## config.mk

```make
export PLATFORM = sky130hd
export DESIGN_NAME = hdcpu_seq_ctrl
export DESIGN_NICKNAME = d
export VERILOG_FILES = /design/src/rtl/hdcpu_seq_ctrl.sv
export SDC_FILE = /design/constraint.sdc
export NUM_CORES = 1
export LEC_CHECK = 0
export ABC_AREA = 1
export BUFFER_PORTS_ARGS = -buffer_cell sky130_fd_sc_hd__clkbuf_2
export CAP_MARGIN = 15
export CORE_MARGIN = 2
export CORE_UTILIZATION = 45
export CTS_CLUSTER_DIAMETER = 150
export DETAILED_ROUTE_END_ITERATION = 10
export PLACE_DENSITY = 0.85
export SLEW_MARGIN = 20
export SYNTH_ARGS = -nofsm -noshare
export SYNTH_HDL_FRONTEND = slang
export SYNTH_SLANG_ARGS = --single-unit
export TNS_END_PERCENT = 1
```

## constraint.sdc

```tcl
create_clock -name T3 -period 1.6 [get_ports T3]
set_input_delay 0.24 -clock T3 [delete_from_list [all_inputs] [get_ports T3]]
set_output_delay 0.24 -clock T3 [all_outputs]
set_load 0.02 [all_outputs]
```

## src/rtl/hdcpu_seq_ctrl.sv

```systemverilog
// Hardwired sequencing control unit for the HD-CPU datapath: generates its own
// W1..W3 beats, tracks the ST0 phase, and decodes console mode and opcode into strobes.
module hdcpu_seq_ctrl #(
    parameter int OP_W    = 4,
    parameter int SEL_W   = 4,
    parameter int ALU_S_W = 4
) (
    input  logic               T3,
    input  logic               CLR,
    input  logic               GO,
    input  logic               STEP,
    input  logic [2:0]         SW,
    input  logic [OP_W-1:0]    IR,
    input  logic               C,
    input  logic               Z,
    output logic [2:0]         W,
    output logic               ST0,
    output logic               RUNNING,
    output logic               STOP,
    output logic               LDC,
    output logic               LDZ,
    output logic               CIN,
    output logic               M,
    output logic               ABUS,
    output logic               DRW,
    output logic               PCINC,
    output logic               LPC,
    output logic               LAR,
    output logic               PCADD,
    output logic               ARINC,
    output logic               SELCTL,
    output logic               MEMW,
    output logic               LIR,
    output logic               SBUS,
    output logic               MBUS,
    output logic [ALU_S_W-1:0] S,
    output logic [SEL_W-1:0]   SEL,
    output logic [1:0]         dbg_state
);

    typedef enum logic [1:0] {IDLE = 2'd0, RUN = 2'd1, HALT = 2'd2} state_t;

    state_t     state;
    logic [2:0] sw_q;
    logic [3:0] opc;
    logic       sw_ok;
    logic       short_b;
    logic       long_b;
    logic       halt_b;
    logic       eoi;
    logic [2:0] nxt_w;

    assign opc       = IR[OP_W-1 -: 4];
    assign sw_ok     = (SW <= 3'd4);
    assign RUNNING   = (state == RUN);
    assign STOP      = (state != RUN) || !sw_ok;
    assign dbg_state = state;

    // GO is a level request with no acknowledge: it is acted on only when sampled
    // high on T3 while IDLE with a legal console mode, and ignored in every other case.
    always_comb begin
        LDC = 1'b0; LDZ = 1'b0; CIN = 1'b0; M = 1'b0; ABUS = 1'b0; DRW = 1'b0;
        PCINC = 1'b0; LPC = 1'b0; LAR = 1'b0; PCADD = 1'b0; ARINC = 1'b0;
        SELCTL = 1'b0; MEMW = 1'b0; LIR = 1'b0; SBUS = 1'b0; MBUS = 1'b0;
        S = '0; SEL = '0;
        short_b = 1'b0; long_b = 1'b0; halt_b = 1'b0;
        if (state == RUN) begin
            case (SW)
                3'd0: begin
                    if (!ST0) begin
                        SBUS = 1'b1; LPC = 1'b1; short_b = 1'b1;
                    end else if (W[0]) begin
                        LIR = 1'b1; PCINC = 1'b1;
                    end else if (W[1]) begin
                        case (opc)
                            4'b0001: begin S = ALU_S_W'(4'b1001); CIN = 1'b1; ABUS = 1'b1;
                                           DRW = 1'b1; LDC = 1'b1; LDZ = 1'b1; end
                            4'b0010: begin S = ALU_S_W'(4'b0110); ABUS = 1'b1; DRW = 1'b1;
                                           LDC = 1'b1; LDZ = 1'b1; end
                            4'b0011: begin M = 1'b1; S = ALU_S_W'(4'b1011); ABUS = 1'b1;
                                           DRW = 1'b1; LDZ = 1'b1; end
                            4'b0100: begin ABUS = 1'b1; DRW = 1'b1; LDC = 1'b1; LDZ = 1'b1; end
                            4'b0101: begin M = 1'b1; S = ALU_S_W'(4'b1010); ABUS = 1'b1;
                                           LAR = 1'b1; long_b = 1'b1; end
                            4'b0110: begin M = 1'b1; S = ALU_S_W'(4'b1111); ABUS = 1'b1;
                                           LAR = 1'b1; long_b = 1'b1; end
                            4'b0111: PCADD = C;
                            4'b1000: PCADD = Z;
                            4'b1001: begin M = 1'b1; S = ALU_S_W'(4'b1111); ABUS = 1'b1;
                                           LPC = 1'b1; end
                            4'b1110: halt_b = 1'b1;
                            default: ;
                        endcase
                    end else if (W[2]) begin
                        if (opc == 4'b0101) begin
                            MBUS = 1'b1; DRW = 1'b1;
                        end else if (opc == 4'b0110) begin
                            M = 1'b1; S = ALU_S_W'(4'b1010); ABUS = 1'b1; MEMW = 1'b1;
                        end
                    end
                end
                3'd1: begin
                    short_b = 1'b1; SBUS = 1'b1;
                    if (!ST0) LAR = 1'b1;
                    else begin MEMW = 1'b1; ARINC = 1'b1; end
                end
                3'd2: begin
                    short_b = 1'b1;
                    if (!ST0) begin SBUS = 1'b1; LAR = 1'b1; end
                    else begin MBUS = 1'b1; ARINC = 1'b1; end
                end
                3'd3: begin
                    SELCTL = 1'b1;
                    SEL = W[0] ? SEL_W'(4'b0001) : SEL_W'(4'b1011);
                end
                3'd4: begin
                    SELCTL = 1'b1; SBUS = 1'b1; DRW = 1'b1;
                    if (W[0]) SEL = ST0 ? SEL_W'(4'b1001) : SEL_W'(4'b0011);
                    else      SEL = ST0 ? SEL_W'(4'b1110) : SEL_W'(4'b0100);
                end
                default: ;
            endcase
        end
    end

    // An instruction ends on whichever beat hands control back to W1.
    assign eoi   = (W[0] && short_b) || (W[1] && !long_b) || W[2];
    assign nxt_w = short_b          ? 3'b001 :
                   W[0]             ? 3'b010 :
                   (W[1] && long_b) ? 3'b100 : 3'b001;

    always_ff @(posedge T3 or negedge CLR) begin
        if (!CLR) begin
            state <= IDLE;
            W     <= 3'b001;
            ST0   <= 1'b0;
            sw_q  <= 3'd0;
        end else begin
            case (state)
                IDLE: begin
                    W <= 3'b001;
                    if (SW != sw_q) begin
                        ST0  <= 1'b0;
                        sw_q <= SW;
                    end
                    if (GO && sw_ok) state <= RUN;
                end
                RUN: begin
                    if (!sw_ok) begin
                        state <= IDLE;
                        W     <= 3'b001;
                    end else begin
                        sw_q <= SW;
                        W    <= nxt_w;
                        if (eoi) begin
                            ST0 <= 1'b1;
                            if (halt_b)    state <= HALT;
                            else if (STEP) state <= IDLE;
                        end
                    end
                end
                HALT:    W <= 3'b001;
                default: state <= IDLE;
            endcase
        end
    end

endmodule

```

# Yosys cells after proc, flatten, opt, wreduce, memory -nomap -nowiden
# Index checks and enable logic that the tools add are counted.
word_totals:
  wordCells: 180
  output_inout_bits: 32
  reg_bits: 9
  inputBits: 13
op_classes:
  n_bitwise: 1
  magnitude_cmp: 1
  n_reduce_logical: 27
  eq_ne: 24
  n_mux: 123
op_table:
  columns: ["operator", "count"]
  rows:
  - ["1-bit two-way mux", 86]
  - ["4-bit two-way mux", 13]
  - ["4-bit one-hot mux with 5 select lines", 1]
  - ["3-bit two-way mux", 6]
  - ["4-bit by 3-bit equality test with 1-bit output, second input constant", 4]
  - ["1-bit one-hot mux with 2 select lines", 8]
  - ["2-bit OR reduction", 7]
  - ["4-bit equality test, second input constant", 3]
  - ["3-bit one-hot mux with 2 select lines", 2]
  - ["2-bit two-way mux", 5]
  - ["4-bit by 2-bit equality test with 1-bit output, second input constant", 2]
  - ["4-bit one-hot mux with 2 select lines", 1]
  - ["4-bit AND reduction", 2]
  - ["4-bit OR reduction", 2]
  - ["7-bit OR reduction", 1]
  - ["3-bit by 2-bit equality test with 1-bit output, second input constant", 2]
  - ["2-bit by 1-bit inequality test with 1-bit output, second input constant", 3]
  - ["2-bit one-hot mux with 3 select lines", 1]
  - ["4-bit by 1-bit equality test with 1-bit output, second input constant", 1]
  - ["1-bit logical AND", 4]
  - ["2-bit inequality test, second input constant", 2]
  - ["4-bit by 3-bit inequality test with 1-bit output, second input constant", 1]
  - ["2-bit nonzero test", 2]
  - ["3-bit by 1-bit equality test with 1-bit output, second input constant", 1]
  - ["13 further kinds", 16]

# Depth between registers and ports, before layout
logic_depth:
  ltp_word: 15
  depth_mapped: 10
  depth_no_buf: 9

# Worst setup path after synthesis
# No wires, ideal clock.
synth_path:
  path_kind: "register to output"
  startpoint: "register W[0]"
  endpoint: "output LDC"
  slack_ns: -0.166
  arrival_time_ns: 1.526
  path_stages_with_launch: 7
  path_buffers: 1
  required_ns: 1.360
  cell_sequence: "dfstp_2 buf_2 inv_1 nand3_1 nor2_2 nand2_1 nor3_1"
synth_between:
  elab_chain_len: 4
synth_rtl:
  columns: ["item", "line_no", "source"]
  rows:
  - ["start: declaration", "16", "output logic [2:0] W,"]
  - ["start signal: assignment", "154", "W <= nxt_w;"]
  - ["1-bit two-way mux", "72", "end else if (W[0]) begin"]
  - ["1-bit two-way mux", "70", "if (!ST0) begin"]
  - ["1-bit two-way mux", "68", "case (SW)"]
  - ["1-bit two-way mux", "67", "if (state == RUN) begin"]
  - ["end: declaration", "20", "output logic LDC,"]
# No other way between the ends.

# Worst setup path after layout
layout_path:
  startpoint: "register W[0]"
  endpoint: "output DRW"
layout_between:
  elab_chain_len: 4
layout_rtl:
  columns: ["item", "line_no", "source"]
  rows:
  - ["1-bit two-way mux", "72", null]
  - ["1-bit two-way mux", "70", null]
  - ["1-bit one-hot mux with 2 select lines", "68", null]
  - ["1-bit two-way mux", "67", null]
  - ["end: declaration", "25", "output logic DRW,"]
# No other way between the ends.

==> run_results.csv <==
group,metric,value,unit
critical_path,rrSetupSlack,0.30,ns
cts,numCtsBuffers,3,
cts,cts.sinks,9,
power_and_ir_drop,p_int,0.368,mW
critical_path,critical_path.endpoint_type,"output port",
final_layout,stdcell_area,1570,sq um
timing,finalCritPeriodShare,109,%
global_route,grt_overflow,0,
routing,post_drt_wl_per_cell,12.2,um
final_layout,nets,239,
power_and_ir_drop,p_switching,0.162,mW
critical_path,path_max_fanout,8,
floorplan,core_area,2190,sq um
critical_path,required,1.36,ns
floorplan,fp.dieW,51.7,um
critical_path,crit_type,"reg2out",
power_and_ir_drop,p_seq_share,43.2,%
cts,clkTransAtPathRegs,0.05,ns
cts,clock_tree.root_cell,"clkbuf_4",
power_and_ir_drop,p_leak,0.808,nW
timing,hold_ws,0.255,ns
synthesis,synth-xor-area-share,1.71,%
floorplan,initial_utilization,46.7,%
timing,finalCriticalPeriod,1.75,ns
min_path,holdCritStartpoint,"GO",
floorplan,core.rowCount,17,
floorplan,dieArea,2670,sq um
critical_path,max_stage_delay,0.64,ns
timing,finalWorstSetupSlack,-0.145,ns
synthesis,synthMuxAreaShare,0,%
cts,clk_path_buf_depth,2,
synthesis,synth_top_family_by_area,"simple AND/OR/NAND/NOR gates",
synthesis,synthArstFlopShare,100,%
global_route,grt_pass1_wl,4770,um
synthesis,synth-compound-area-share,15.4,%
critical_path,start_kind,"register",
routing,dr.pass1.iters,4,
power_and_ir_drop,power_frac_comb,23.8,%
final_layout,drive_gt1_share,47.3,%
synthesis,yosys_warnings,0,
routing,routed_via_density,5.13,
synthesis,synthFlopType,"dfrtp_1",
placed_design,dpl.hpwl,2210,um
critical_path,cp_slowest_cell,"dfstp_2",
min_path,hp-class,"in2reg",
timing,fmax,573,MHz
synthesis,synth.distinct_cells,33,
routing,drt_wl_total,3090,um
run_status,status,"finished, violations left",
synthesis,avgSynthCellArea,6.32,sq um
run_status,violations,"negative setup slack",
synthesis,synth-seq-cells,9,
placed_design,dp_slack,0.0459,ns
synthesis,synth_area,1020,sq um
global_route,grt_max_degree,11,
synthesis,seq_area_frac_synth,22.1,%
final_layout,finish.utilization,71.4,%
final_layout,syn_to_final_growth,52.9,%
global_route,first_global_vias,1114,
power_and_ir_drop,ir_worst_vdd,0.466,mV
timing,slew_headroom,74.4,%
routing,ant_nets,0,
critical_path,worstPathArrival,1.51,ns
placed_design,io_buffers,44,
floorplan,pin_count,45,
power_and_ir_drop,swShare,30.6,%
timing,worstMarginPinSlew,0.380,ns
cts,clkLatencyLatePin,0.26,ns
synthesis,synth_adder_area_share,1.22,%
floorplan,die_h,51.7,um
critical_path,r2r-start,"dbg_state[1]",
global_route,antenna_found_initial,0,
timing,rsz0062_at_grt,"yes",
placed_design,gp_congestion,0.925,
power_and_ir_drop,p_per_area,338,nW/um^2
timing,hold_violations,0,
synthesis,synth-edff-count,0,
cts,cts_tree,"done",
cts,ctsHtreeMaxLevel,1,
critical_path,crit_chain,"nor2_2 > nand4_1 > a21oi_1 > o21a_1 > clkbuf_8",
timing,maxSlewViolCount,0,
timing,setup_viol,22,
critical_path,crit_start,"W[0]",
timing,finalSetupTns,-1.45,ns
synthesis,synth-simple-area-share,45.8,%
routing,drt_iter0_drc,28,
synthesis,syn_nets,176,
routing,vias,1294,
power_and_ir_drop,pwr-share-clk,33.0,%
global_route,track_usage,23.1,%
flow_run,cap_violations,0,
synthesis,synthCells,162,
routing,drc_errors,0,
timing,clock_skew,0.00617,ns
placed_design,placed_area,1330,sq um
final_layout,diodes,0,
-- layer usage --
| metal | vias to the layer above | wire, um | track usage, % |
|---|---|---|---|
| li1 | 653 | - | - |
| met1 | 586 | 1380 | 32.9 |
| met2 | 51 | 1500 | 36.8 |
| met3 | 4 | 178 | 1.72 |
| met4 | 0 | 25 | 7.89 |
| met5 | - | 0 | 0 |
-- through the flow --
| stage | total power, mW | instances |
|---|---|---|
| 6_report | 0.530 | 252 |
| 5_1_grt | 0.556 | 252 |
| 4_1_cts | 0.531 | 248 |
| 3_5_place_dp | 0.348 | 241 |
| 3_3_place_gp | 0.348 | 241 |
| 2_1_floorplan | 0.300 | 162 |
-- power by group through the flow --
stage	registers, mW	clock network, mW	logic, mW
2_1_floorplan	0.235	0	0.0659
3_3_place_gp	0.233	0	0.115
3_5_place_dp	0.233	0	0.116
4_1_cts	0.229	0.183	0.120
5_1_grt	0.229	0.191	0.136
6_report	0.229	0.175	0.126
-- synth_stat cells, types with 2 or more instances --
| master | number | area [sq um] |
|---|---|---|
| nor3_2 | 2 | 20.0 |
| nor2_4 | 3 | 33.8 |
| buf_4 | 2 | 15.0 |
| dfrtp_1 | 8 | 200 |
| a211oi_1 | 2 | 15.0 |
| o21ai_1 | 3 | 15.0 |
| nor3_1 | 4 | 20.0 |
| a21oi_1 | 10 | 50.1 |
| o21ai_0 | 4 | 20.0 |
| inv_2 | 7 | 26.3 |
| nand4_1 | 7 | 43.8 |
| nand3_2 | 2 | 20.0 |
| nor2_2 | 2 | 12.5 |
| nand3_1 | 6 | 30.0 |
| nand2_2 | 4 | 25.0 |
| nand2_1 | 30 | 113 |
| inv_1 | 19 | 71.3 |
| nor2_1 | 30 | 113 |
| buf_6 | 2 | 22.5 |
| xor2_1 | 2 | 17.5 |
-- repair_timing --
item                                    CTS  global route
hold buffers                              1             0
endpoints found under the hold margin     8             0
pin swaps                                 6             7
endpoints found under the setup margin   23            25
setup buffers                             2             4
resized for setup                        29            40
-- placed cells by master (no fill, tap or decap), types with 3 or more instances in the layout --
cell,n
a21oi_1,9
buf_2,4
buf_4,33
buf_6,4
clkbuf_2,20
clkbuf_4,3
dfrtp_1,7
inv_1,18
inv_2,8
nand2_1,27
nand2_2,5
nand3_1,5
nand3_2,3
nand4_1,7
nor2_1,26
nor2_2,3
nor2_4,6
nor3_2,4
o21ai_0,4
o21ai_1,3
-- final cells by class --
class / count / area, sq um
multi-input cells: 122 / 742
fillers: 164 / 626
repair buffers: 63 / 437
flip-flops and latches: 9 / 228
inverters: 26 / 97.6
well taps: 28 / 35.0
clock buffers: 4 / 26.3
-- cells by family after synthesis --
group           Yosys count
flops                     9
compound gates           26
xor+xnor                  2
buf+inv                  31
fa+ha+maj                 1
simple gates             93
-- worst max-delay path: cells and delay by family (launching register included) --
| kind | cells | cell delay, ns |
|---|---|---|
| AO/OA/AOI/OAI | 2 | 0.27 |
| AND/OR/NAND/NOR | 2 | 0.19 |
| flip-flops | 1 | 0.64 |
| buffers and inverters | 1 | 0.15 |
-- flip-flops by register name (all words and copies together), names as in the netlist --
| name | flops |
|---|---|
| ST0 | 1 |
| sw_q | 3 |
| dbg_state | 2 |
| W | 3 |
-- path summary, 6_finish.rpt --
path                            cells after the start           end
worst max-delay path                                5           DRW
worst min-delay path                                3  dbg_state[0]
worst max register to register                     10           ST0
worst min register to register                      2       sw_q[1]
max in group asynchronous                           2          W[0]
min in group asynchronous                           2       sw_q[2]
No activity file was read; power rests on OpenSTA's default activity.
